--- config.mk ---
export PLATFORM = sky130hd
export DESIGN_NAME = timer_bank
export DESIGN_NICKNAME = d
export VERILOG_FILES = /design/src/rtl/timer_bank.sv
export SDC_FILE = /design/constraint.sdc
export NUM_CORES = 1
export LEC_CHECK = 0
export BUFFER_PORTS_ARGS = -buffer_cell sky130_fd_sc_hd__buf_2
export CAP_MARGIN = 20
export CORE_ASPECT_RATIO = 1.1
export CORE_MARGIN = 2
export CORE_UTILIZATION = 50
export DETAILED_ROUTE_END_ITERATION = 16
export PLACE_DENSITY = 0.73
export SLEW_MARGIN = 20
export SYNTH_ARGS = -nofsm -noshare
export SYNTH_HDL_FRONTEND = slang
export SYNTH_SLANG_ARGS = --single-unit
--- constraint.sdc ---
create_clock -name clock_in -period 4.3 [get_ports clock_in]
set_input_delay 0.86 -clock clock_in [delete_from_list [all_inputs] [get_ports clock_in]]
set_output_delay 0.86 -clock clock_in [all_outputs]
set_load 0.005 [all_outputs]
--- src/rtl/timer_bank.sv ---
// Three independent one-shot interval timers for the LED blink sequencer.
// Latency: tN_int_out pulses in the cycle after arm edge + PRESCALE*Tn_TICKS.
// Backpressure: none; start inputs are levels and expiry is a one-cycle pulse.
//
// Ports:
//   clock_in            single system clock, rising edge
//   reset_in            synchronous reset, active-high
//   t0/t1/t2_start_in   start levels; a 0->1 edge arms, staying high keeps the timer running
//   t0/t1/t2_int_out    one-cycle registered pulse at expiry
//   t0/t1/t2_busy_out   registered, high while the timer is running

// One timer channel: prescaler plus tick counter with a two-state FSM.
module timer_bank_chan #(
    parameter int          PRE_W    = 16,
    parameter int          CNT_W    = 24,
    parameter int unsigned PRESCALE = 1000,
    parameter int unsigned TICKS    = 500
) (
    input  logic clock_in,
    input  logic reset_in,
    input  logic start_in,
    output logic int_out,
    output logic busy_out
);

    typedef enum logic {
        ST_IDLE = 1'b0,
        ST_RUN  = 1'b1
    } state_t;

    // Values loaded on arm. Both counters count down to zero and are tested
    // before they are decremented, so a full interval is PRESCALE*TICKS edges.
    localparam logic [PRE_W-1:0] PRE_RELOAD = PRE_W'(PRESCALE - 1);
    localparam logic [CNT_W-1:0] CNT_RELOAD = CNT_W'(TICKS - 1);
    localparam logic [PRE_W-1:0] PRE_ONE    = PRE_W'(1);
    localparam logic [CNT_W-1:0] CNT_ONE    = CNT_W'(1);

    state_t             state_q, state_d;
    logic [PRE_W-1:0]   pre_q,   pre_d;
    logic [CNT_W-1:0]   cnt_q,   cnt_d;
    logic               start_q, start_d;
    logic               int_q,   int_d;
    logic               busy_q,  busy_d;

    always_comb begin
        state_d = state_q;
        pre_d   = pre_q;
        cnt_d   = cnt_q;
        int_d   = 1'b0;
        start_d = start_in;

        case (state_q)
            ST_IDLE: begin
                // Arm only on a rising edge; a start left high after expiry
                // does not re-trigger.
                if (start_in && !start_q) begin
                    state_d = ST_RUN;
                    pre_d   = PRE_RELOAD;
                    cnt_d   = CNT_RELOAD;
                end
            end
            ST_RUN: begin
                // Dropping start aborts, even on the edge that would expire.
                if (!start_in) begin
                    state_d = ST_IDLE;
                end else if (pre_q != '0) begin
                    pre_d = pre_q - PRE_ONE;
                end else if (cnt_q != '0) begin
                    pre_d = PRE_RELOAD;
                    cnt_d = cnt_q - CNT_ONE;
                end else begin
                    state_d = ST_IDLE;
                    int_d   = 1'b1;
                end
            end
            default: begin
                state_d = ST_IDLE;
            end
        endcase

        busy_d = (state_d == ST_RUN);
    end

    always_ff @(posedge clock_in) begin
        if (reset_in) begin
            state_q <= ST_IDLE;
            pre_q   <= '0;
            cnt_q   <= '0;
            start_q <= 1'b0;
            int_q   <= 1'b0;
            busy_q  <= 1'b0;
        end else begin
            state_q <= state_d;
            pre_q   <= pre_d;
            cnt_q   <= cnt_d;
            start_q <= start_d;
            int_q   <= int_d;
            busy_q  <= busy_d;
        end
    end

    assign int_out  = int_q;
    assign busy_out = busy_q;

endmodule

module timer_bank #(
    parameter int          PRE_W    = 16,
    parameter int          CNT_W    = 24,
    parameter int unsigned PRESCALE = 1000,
    parameter int unsigned T0_TICKS = 500,
    parameter int unsigned T1_TICKS = 500,
    parameter int unsigned T2_TICKS = 2000
) (
    input  logic clock_in,
    input  logic reset_in,
    input  logic t0_start_in,
    input  logic t1_start_in,
    input  logic t2_start_in,
    output logic t0_int_out,
    output logic t1_int_out,
    output logic t2_int_out,
    output logic t0_busy_out,
    output logic t1_busy_out,
    output logic t2_busy_out
);

    // T0: OFF phase
    timer_bank_chan #(
        .PRE_W    (PRE_W),
        .CNT_W    (CNT_W),
        .PRESCALE (PRESCALE),
        .TICKS    (T0_TICKS)
    ) u_t0 (
        .clock_in (clock_in),
        .reset_in (reset_in),
        .start_in (t0_start_in),
        .int_out  (t0_int_out),
        .busy_out (t0_busy_out)
    );

    // T1: ON phase
    timer_bank_chan #(
        .PRE_W    (PRE_W),
        .CNT_W    (CNT_W),
        .PRESCALE (PRESCALE),
        .TICKS    (T1_TICKS)
    ) u_t1 (
        .clock_in (clock_in),
        .reset_in (reset_in),
        .start_in (t1_start_in),
        .int_out  (t1_int_out),
        .busy_out (t1_busy_out)
    );

    // T2: IDLE phase
    timer_bank_chan #(
        .PRE_W    (PRE_W),
        .CNT_W    (CNT_W),
        .PRESCALE (PRESCALE),
        .TICKS    (T2_TICKS)
    ) u_t2 (
        .clock_in (clock_in),
        .reset_in (reset_in),
        .start_in (t2_start_in),
        .int_out  (t2_int_out),
        .busy_out (t2_busy_out)
    );

endmodule
==> impl_metrics.tcl, run 1 <==
set metrics [dict create \
    grt_pass1_vias 5636 \
    gp_congestion 0.844 \
    syn_to_final_growth_pct 11.3 \
    most-common-layout-cells "129 x dfxtp_1, 101 x nor2_1, 44 x xor2_1, 43 x nor3_1" \
    synth_edf_count 0 \
    diodes 0 \
    antenna_found_initial 0 \
    setup_ws_ns 1.37 \
    postCtsSetupBuffers 0 \
    postRouteAntennaNets 0 \
    final_common_cell "dfxtp_1" \
    port_buffers 10 \
    arrival_ns 3.22 \
    maxCapViolations 0 \
    ctsResizeCount 0 \
    async_flop_share 0 \
    grt_pass1_wl_um 24800 \
    syn-num-nets 779 \
    pre_cts_ws_ns 1.35 \
    postLayoutCoreUtil 0.576 \
    synth-seq-area-share 0.393 \
    hp-class "reg2reg" \
    ys_types 67 \
    drive_above_1_share 0.0866 \
    ios 11 \
    dr.pass1.iters 5 \
    end_kind "register" \
    routed_wirelength_um 14400 \
    yosysWarnings 0 \
    nets 775 \
    clkSinkCount 129 \
    rows 43 \
    criticalPathCategory "reg2reg" \
    fin_setup_tns_ns 0 \
    hpwl_um 9490 \
    final_area_mm2 0.00731 \
    dp.cells 899 \
    max-vdd-ir-drop_mv 0.314 \
    drcViolationCount 0 \
    grtUsageTotal 0.210 \
    drt_iter0_drc 445 \
    ctsHoldBuffers 0 \
    cellLeakagePower_nw 2.59 \
    skew_ns 0.00605 \
    post-route-min-period_ns 2.93 \
    netlist_area_mm2 0.00657 \
    placed_cell_area_mm2 0.00668 \
    tightestPinTransition_ns 0.933 \
    fill_cells 1122 \
    final-setup-viol-count 0 \
    final_cell_count_no_fill 931 \
    rsz0062_at_grt "false" \
    worstPathMaxFanout 8 \
    via_count 5657 \
    crit_required_ns 4.59 \
    overflow 0 \
    initial_utilization 0.518 \
    dieArea_mm2 0.0141 \
    cts_tree "done" \
    die_w_um 113 \
    timing.final.crit_share 0.682 \
    p_per_area_mw_per_mm2 468 \
    relSlewSlack 0.376 \
    htree_levels 4 \
    cts_buffer_depth 2 \
    syn_avg_cell_area_um2 8.59 \
    wire_per_inst_um 15.5 \
    hold_violations 0 \
    via_per_inst 6.08 \
    start_kind "register" \
    path_clk_slew_ns 0.06 \
    cts_buffers 17 \
    grt_max_degree 37 \
    crit_chain "inv_1, ha_1, nor4b_1, nand4_2, a2111o_1, a2111oi_2, xnor2_1, nor2_1" \
    ys_ff_latch 129 \
    core_mm2 0.0127 \
    cp_slowest_cell "nor4b_1" \
    dieHeight_um 124 \
    cts-root-buf "clkbuf_16" \
    final_max_slew_viol_count 0 \
    synth_ff_type "dfxtp_1" \
    fmax_mhz 341 \
    status "complete, no violations" \
    slowest_delay_ns 0.59 \
    synth_cells 765 \
    clock_latency_ns 0.43 \
]
## layer usage
layer	global-route usage	routed length [um]	vias to the layer above
met2	0.367	7250	101
li1	-	-	2803
met3	0.0462	505	27
met1	0.246	6420	2726
met4	0.0890	243	0
met5	0	0	-
## final timing paths
check	from	endpoint	slack, ns	cells past startpoint
worst max-delay path	u_t1.pre_q[0]$_SDFFE_PP0P_	u_t1.cnt_q[17]$_SDFFE_PP0P_	1.37	8
worst min-delay path	u_t1.cnt_q[0]$_SDFFE_PP0P_	u_t1.cnt_q[0]$_SDFFE_PP0P_	0.47	1
worst max register to register	u_t1.pre_q[0]$_SDFFE_PP0P_	u_t1.cnt_q[17]$_SDFFE_PP0P_	1.37	8
worst min register to register	u_t1.cnt_q[0]$_SDFFE_PP0P_	u_t1.cnt_q[0]$_SDFFE_PP0P_	0.47	1
## cells in the mapped netlist (2+ instances only)
library cell | n | area share
or4_1 | 4 | 0.0046
nand3b_1 | 4 | 0.0046
o21ai_0 | 25 | 0.019
a2111oi_2 | 2 | 0.0046
nor3_1 | 43 | 0.033
or4_4 | 3 | 0.0051
dfxtp_1 | 129 | 0.39
xnor2_1 | 31 | 0.041
a2111oi_0 | 7 | 0.0093
a31oi_1 | 5 | 0.0048
nand3_1 | 17 | 0.013
mux2i_1 | 10 | 0.015
nor3b_1 | 4 | 0.0046
o2111a_1 | 3 | 0.0051
nor2_1 | 101 | 0.058
ha_1 | 9 | 0.017
nand4_1 | 5 | 0.0048
o211ai_1 | 7 | 0.0080
and2_1 | 8 | 0.0076
a311oi_1 | 18 | 0.024
or2_2 | 3 | 0.0029
nor4b_1 | 7 | 0.0093
nand2b_1 | 9 | 0.0086
buf_6 | 3 | 0.0051
o21a_1 | 4 | 0.0046
a211oi_1 | 17 | 0.019
o2111ai_1 | 7 | 0.0093
nand2_1 | 37 | 0.021
inv_1 | 22 | 0.013
nor2b_1 | 6 | 0.0057
nand4b_1 | 2 | 0.0027
xor2_1 | 44 | 0.059
nor4_1 | 36 | 0.034
and4_1 | 7 | 0.0093
a21oi_1 | 37 | 0.028
clkbuf_1 | 27 | 0.015
or3_1 | 17 | 0.016
and3_1 | 8 | 0.0076
o31ai_1 | 5 | 0.0057
buf_2 | 5 | 0.0038
## critical path: cells and delay by family, from the launching register on
family	cells	cell delay, ns
buf+inv	1	0.07
flops	1	0.34
compound gates	2	0.97
fa+ha+maj	1	0.22
xor+xnor	1	0.16
simple gates	3	1.02
## state kept, by name, indices dropped and copies added, names as in the netlist
| signal | count |
|---|---|
| u_t0.cnt_q | 24 |
| u_t1.cnt_q | 24 |
| u_t2.cnt_q | 24 |
| u_t0.pre_q | 16 |
| u_t1.pre_q | 16 |
| u_t2.pre_q | 16 |
| u_t0.int_out | 1 |
| u_t0.start_q | 1 |
| u_t0.state_q | 1 |
| u_t1.int_out | 1 |
| u_t1.start_q | 1 |
| u_t1.state_q | 1 |
| u_t2.int_out | 1 |
| u_t2.start_q | 1 |
| u_t2.state_q | 1 |
## final cells by class
type,count,area [um^2],area share
clock inverter,13,184,0.0251
multi-input combinational,577,3740,0.511
tap,157,196,0.0269
clock buffer,19,453,0.0619
inverter,22,82.6,0.0113
sequential,129,2580,0.353
timing repair buffer,14,80.1,0.0109
## stage by stage
step           hold slack, ns  power [mW]
6_report                0.473        3.42
5_1_grt                 0.503        3.56
3_3_place_gp            0.457        1.87
4_1_cts                 0.472        3.43
3_5_place_dp            0.464        1.90
2_1_floorplan           0.443        1.79
## kinds of logic after synthesis
logic type | after synthesis | share of synthesized area
AO/OA/AOI/OAI | 151 | 0.167
XOR/XNOR | 75 | 0.0999
adder cells (fa/ha/maj) | 9 | 0.0171
buffers and inverters | 59 | 0.0386
flip-flops | 129 | 0.393
multiplexers | 11 | 0.0169
AND/OR/NAND/NOR | 331 | 0.267
## power by group
part / internal [mW] / switching [mW] / leakage, nW
Clock: 0.999 / 0.536 / 0.305
Combinational: 0.204 / 0.332 / 1.23
Sequential: 1.27 / 0.0800 / 1.06
Total: 2.47 / 0.947 / 2.59
Power figures use the tool's default switching activity.
==> inputs of run 2 (changes only) <==
==> constraint.sdc (replaced) <==
create_clock -name clock_in -period 2.7 [get_ports clock_in]
set_input_delay 0.54 -clock clock_in [delete_from_list [all_inputs] [get_ports clock_in]]
set_output_delay 0.54 -clock clock_in [all_outputs]
set_load 0.005 [all_outputs]
==> impl_metrics.tcl, run 2 (synthesized netlist as in run 1, its figures left out) <==
set metrics [dict create \
    gp_congestion 0.812 \
    syn_to_final_growth_pct 13.7 \
    post-route-min-period_ns 2.56 \
    worstPathBufferInverterCount 1 \
    grtUsageTotal 0.212 \
    cp_top_family "simple AND/OR/NAND/NOR gates" \
    ios 11 \
    routed_wirelength_um 14500 \
    overflow 0 \
    via_per_inst 5.97 \
    fmax_mhz 391 \
    maxCapViolations 0 \
    antenna_found_initial 0 \
    crit_chain "or4_4, or4_4, o311a_4, buf_4, or3_1, mux2i_1" \
    grt_pass1_wl_um 25300 \
    hpwl_um 9690 \
    relSlewSlack 0.476 \
    max-vdd-ir-drop_mv 0.429 \
    end_kind "register" \
    ctsHoldBuffers 0 \
    die_w_um 113 \
    worstPathMaxFanout 15 \
    arrival_ns 2.90 \
    clock_latency_ns 0.42 \
    hold_violations 0 \
    setup_ws_ns 0.142 \
    core_mm2 0.0127 \
    tightestPinTransition_ns 0.782 \
    cts_buffers 17 \
    final_max_slew_viol_count 0 \
    cts-root-buf "clkbuf_16" \
    htree_levels 4 \
    dr.pass1.iters 5 \
    nets 797 \
    cts_tree "done" \
    diodes 0 \
    slowest_delay_ns 0.56 \
    cellLeakagePower_nw 2.69 \
    dieHeight_um 124 \
    crit_required_ns 3.05 \
    pre_cts_ws_ns 0.0388 \
    path_clk_slew_ns 0.06 \
    p_per_area_mw_per_mm2 715 \
    postRouteAntennaNets 0 \
    drt_iter0_drc 382 \
    hp-class "in2reg" \
    final-setup-viol-count 0 \
    postLayoutCoreUtil 0.589 \
    grt_max_degree 39 \
    status "complete, no violations" \
    fin_setup_tns_ns 0 \
    criticalPathCategory "reg2reg" \
    port_buffers 10 \
    cp_common_cell "or4_4" \
    drcViolationCount 0 \
    final_cell_count_no_fill 953 \
    top_regs "u_t0.cnt_q (24), u_t1.cnt_q (24), u_t2.cnt_q (24)" \
    most-common-layout-cells "129 x dfxtp_1, 101 x nor2_1, 44 x xor2_1, 43 x nor3_1" \
    rsz0062_at_grt "false" \
    clkSinkCount 129 \
    start_kind "register" \
    drive_above_1_share 0.116 \
    skew_ns 0.00601 \
    dp.cells 918 \
    via_count 5689 \
    dieArea_mm2 0.0141 \
    cp_slowest_cell "or4_4" \
    initial_utilization 0.518 \
    grt_pass1_vias 5705 \
    rows 43 \
    timing.final.crit_share 0.947 \
    wire_per_inst_um 15.2 \
    cts_buffer_depth 2 \
    final_common_cell "dfxtp_1" \
]
-- run 2: worst paths after layout --
path / from / cells after the start / to / slack, ns
setup / recovery: u_t0.cnt_q[5]$_SDFFE_PP0P_ / 6 / u_t0.pre_q[13]$_SDFFE_PP0P_ / 0.14
hold / removal: t1_start_in / 2 / u_t1.start_q$_SDFF_PP0_ / 0.42
setup reg to reg: u_t0.cnt_q[5]$_SDFFE_PP0P_ / 6 / u_t0.pre_q[13]$_SDFFE_PP0P_ / 0.14
hold reg to reg: u_t0.pre_q[11]$_SDFFE_PP0P_ / 2 / u_t0.pre_q[11]$_SDFFE_PP0P_ / 0.47
-- run 2: final cells by class --
class / instances / area, um^2
clock buffers: 18 / 439
flip-flops and latches: 129 / 2580
repair buffers: 36 / 258
inverters: 22 / 82.6
fillers: 1110 / 5220
multi-input cells: 577 / 3760
clock inverters: 14 / 153
well taps: 157 / 196
-- run 2: timing repair --
item | CTS | global route
endpoints found under the setup margin | 0 | 20
resized for setup | 0 | 5
setup buffers | 0 | 3
-- run 2: power breakdown --
part,leakage [nW],switching (mW),internal [mW]
Combinational,1.35,0.539,0.363
Clock,0.280,0.897,1.39
Sequential,1.06,0.129,2.02
Total,2.69,1.56,3.78
-- run 2: per-stage QoR --
stage | total power, mW | hold WS [ns] | cell area [um^2]
after floorplan | 2.85 | 0.443 | 6570
after global placement | 3.02 | 0.459 | 6820
after detailed placement | 3.06 | 0.466 | 6820
after CTS | 5.35 | 0.405 | 7410
after global routing | 5.59 | 0.430 | 7480
final | 5.34 | 0.421 | 7480
-- run 2: per-layer routing --
| layer | up-vias | GRT usage | share of wire | wire [um] |
|---|---|---|---|---|
| met4 | 0 | 0.0911 | 0.014 | 205 |
| li1 | 2834 | - | - | - |
| met2 | 108 | 0.361 | 0.50 | 7250 |
| met3 | 21 | 0.0487 | 0.032 | 470 |
| met5 | - | 0 | 0 | 0 |
| met1 | 2726 | 0.255 | 0.45 | 6550 |
-- run 2: worst reg2reg max path: stages, from the launching register on --
cell and delay, ns:
dfxtp_1 0.35, or4_4 0.56, or4_4 0.46, o311a_4 0.45
buf_4 0.20, or3_1 0.31, mux2i_1 0.15
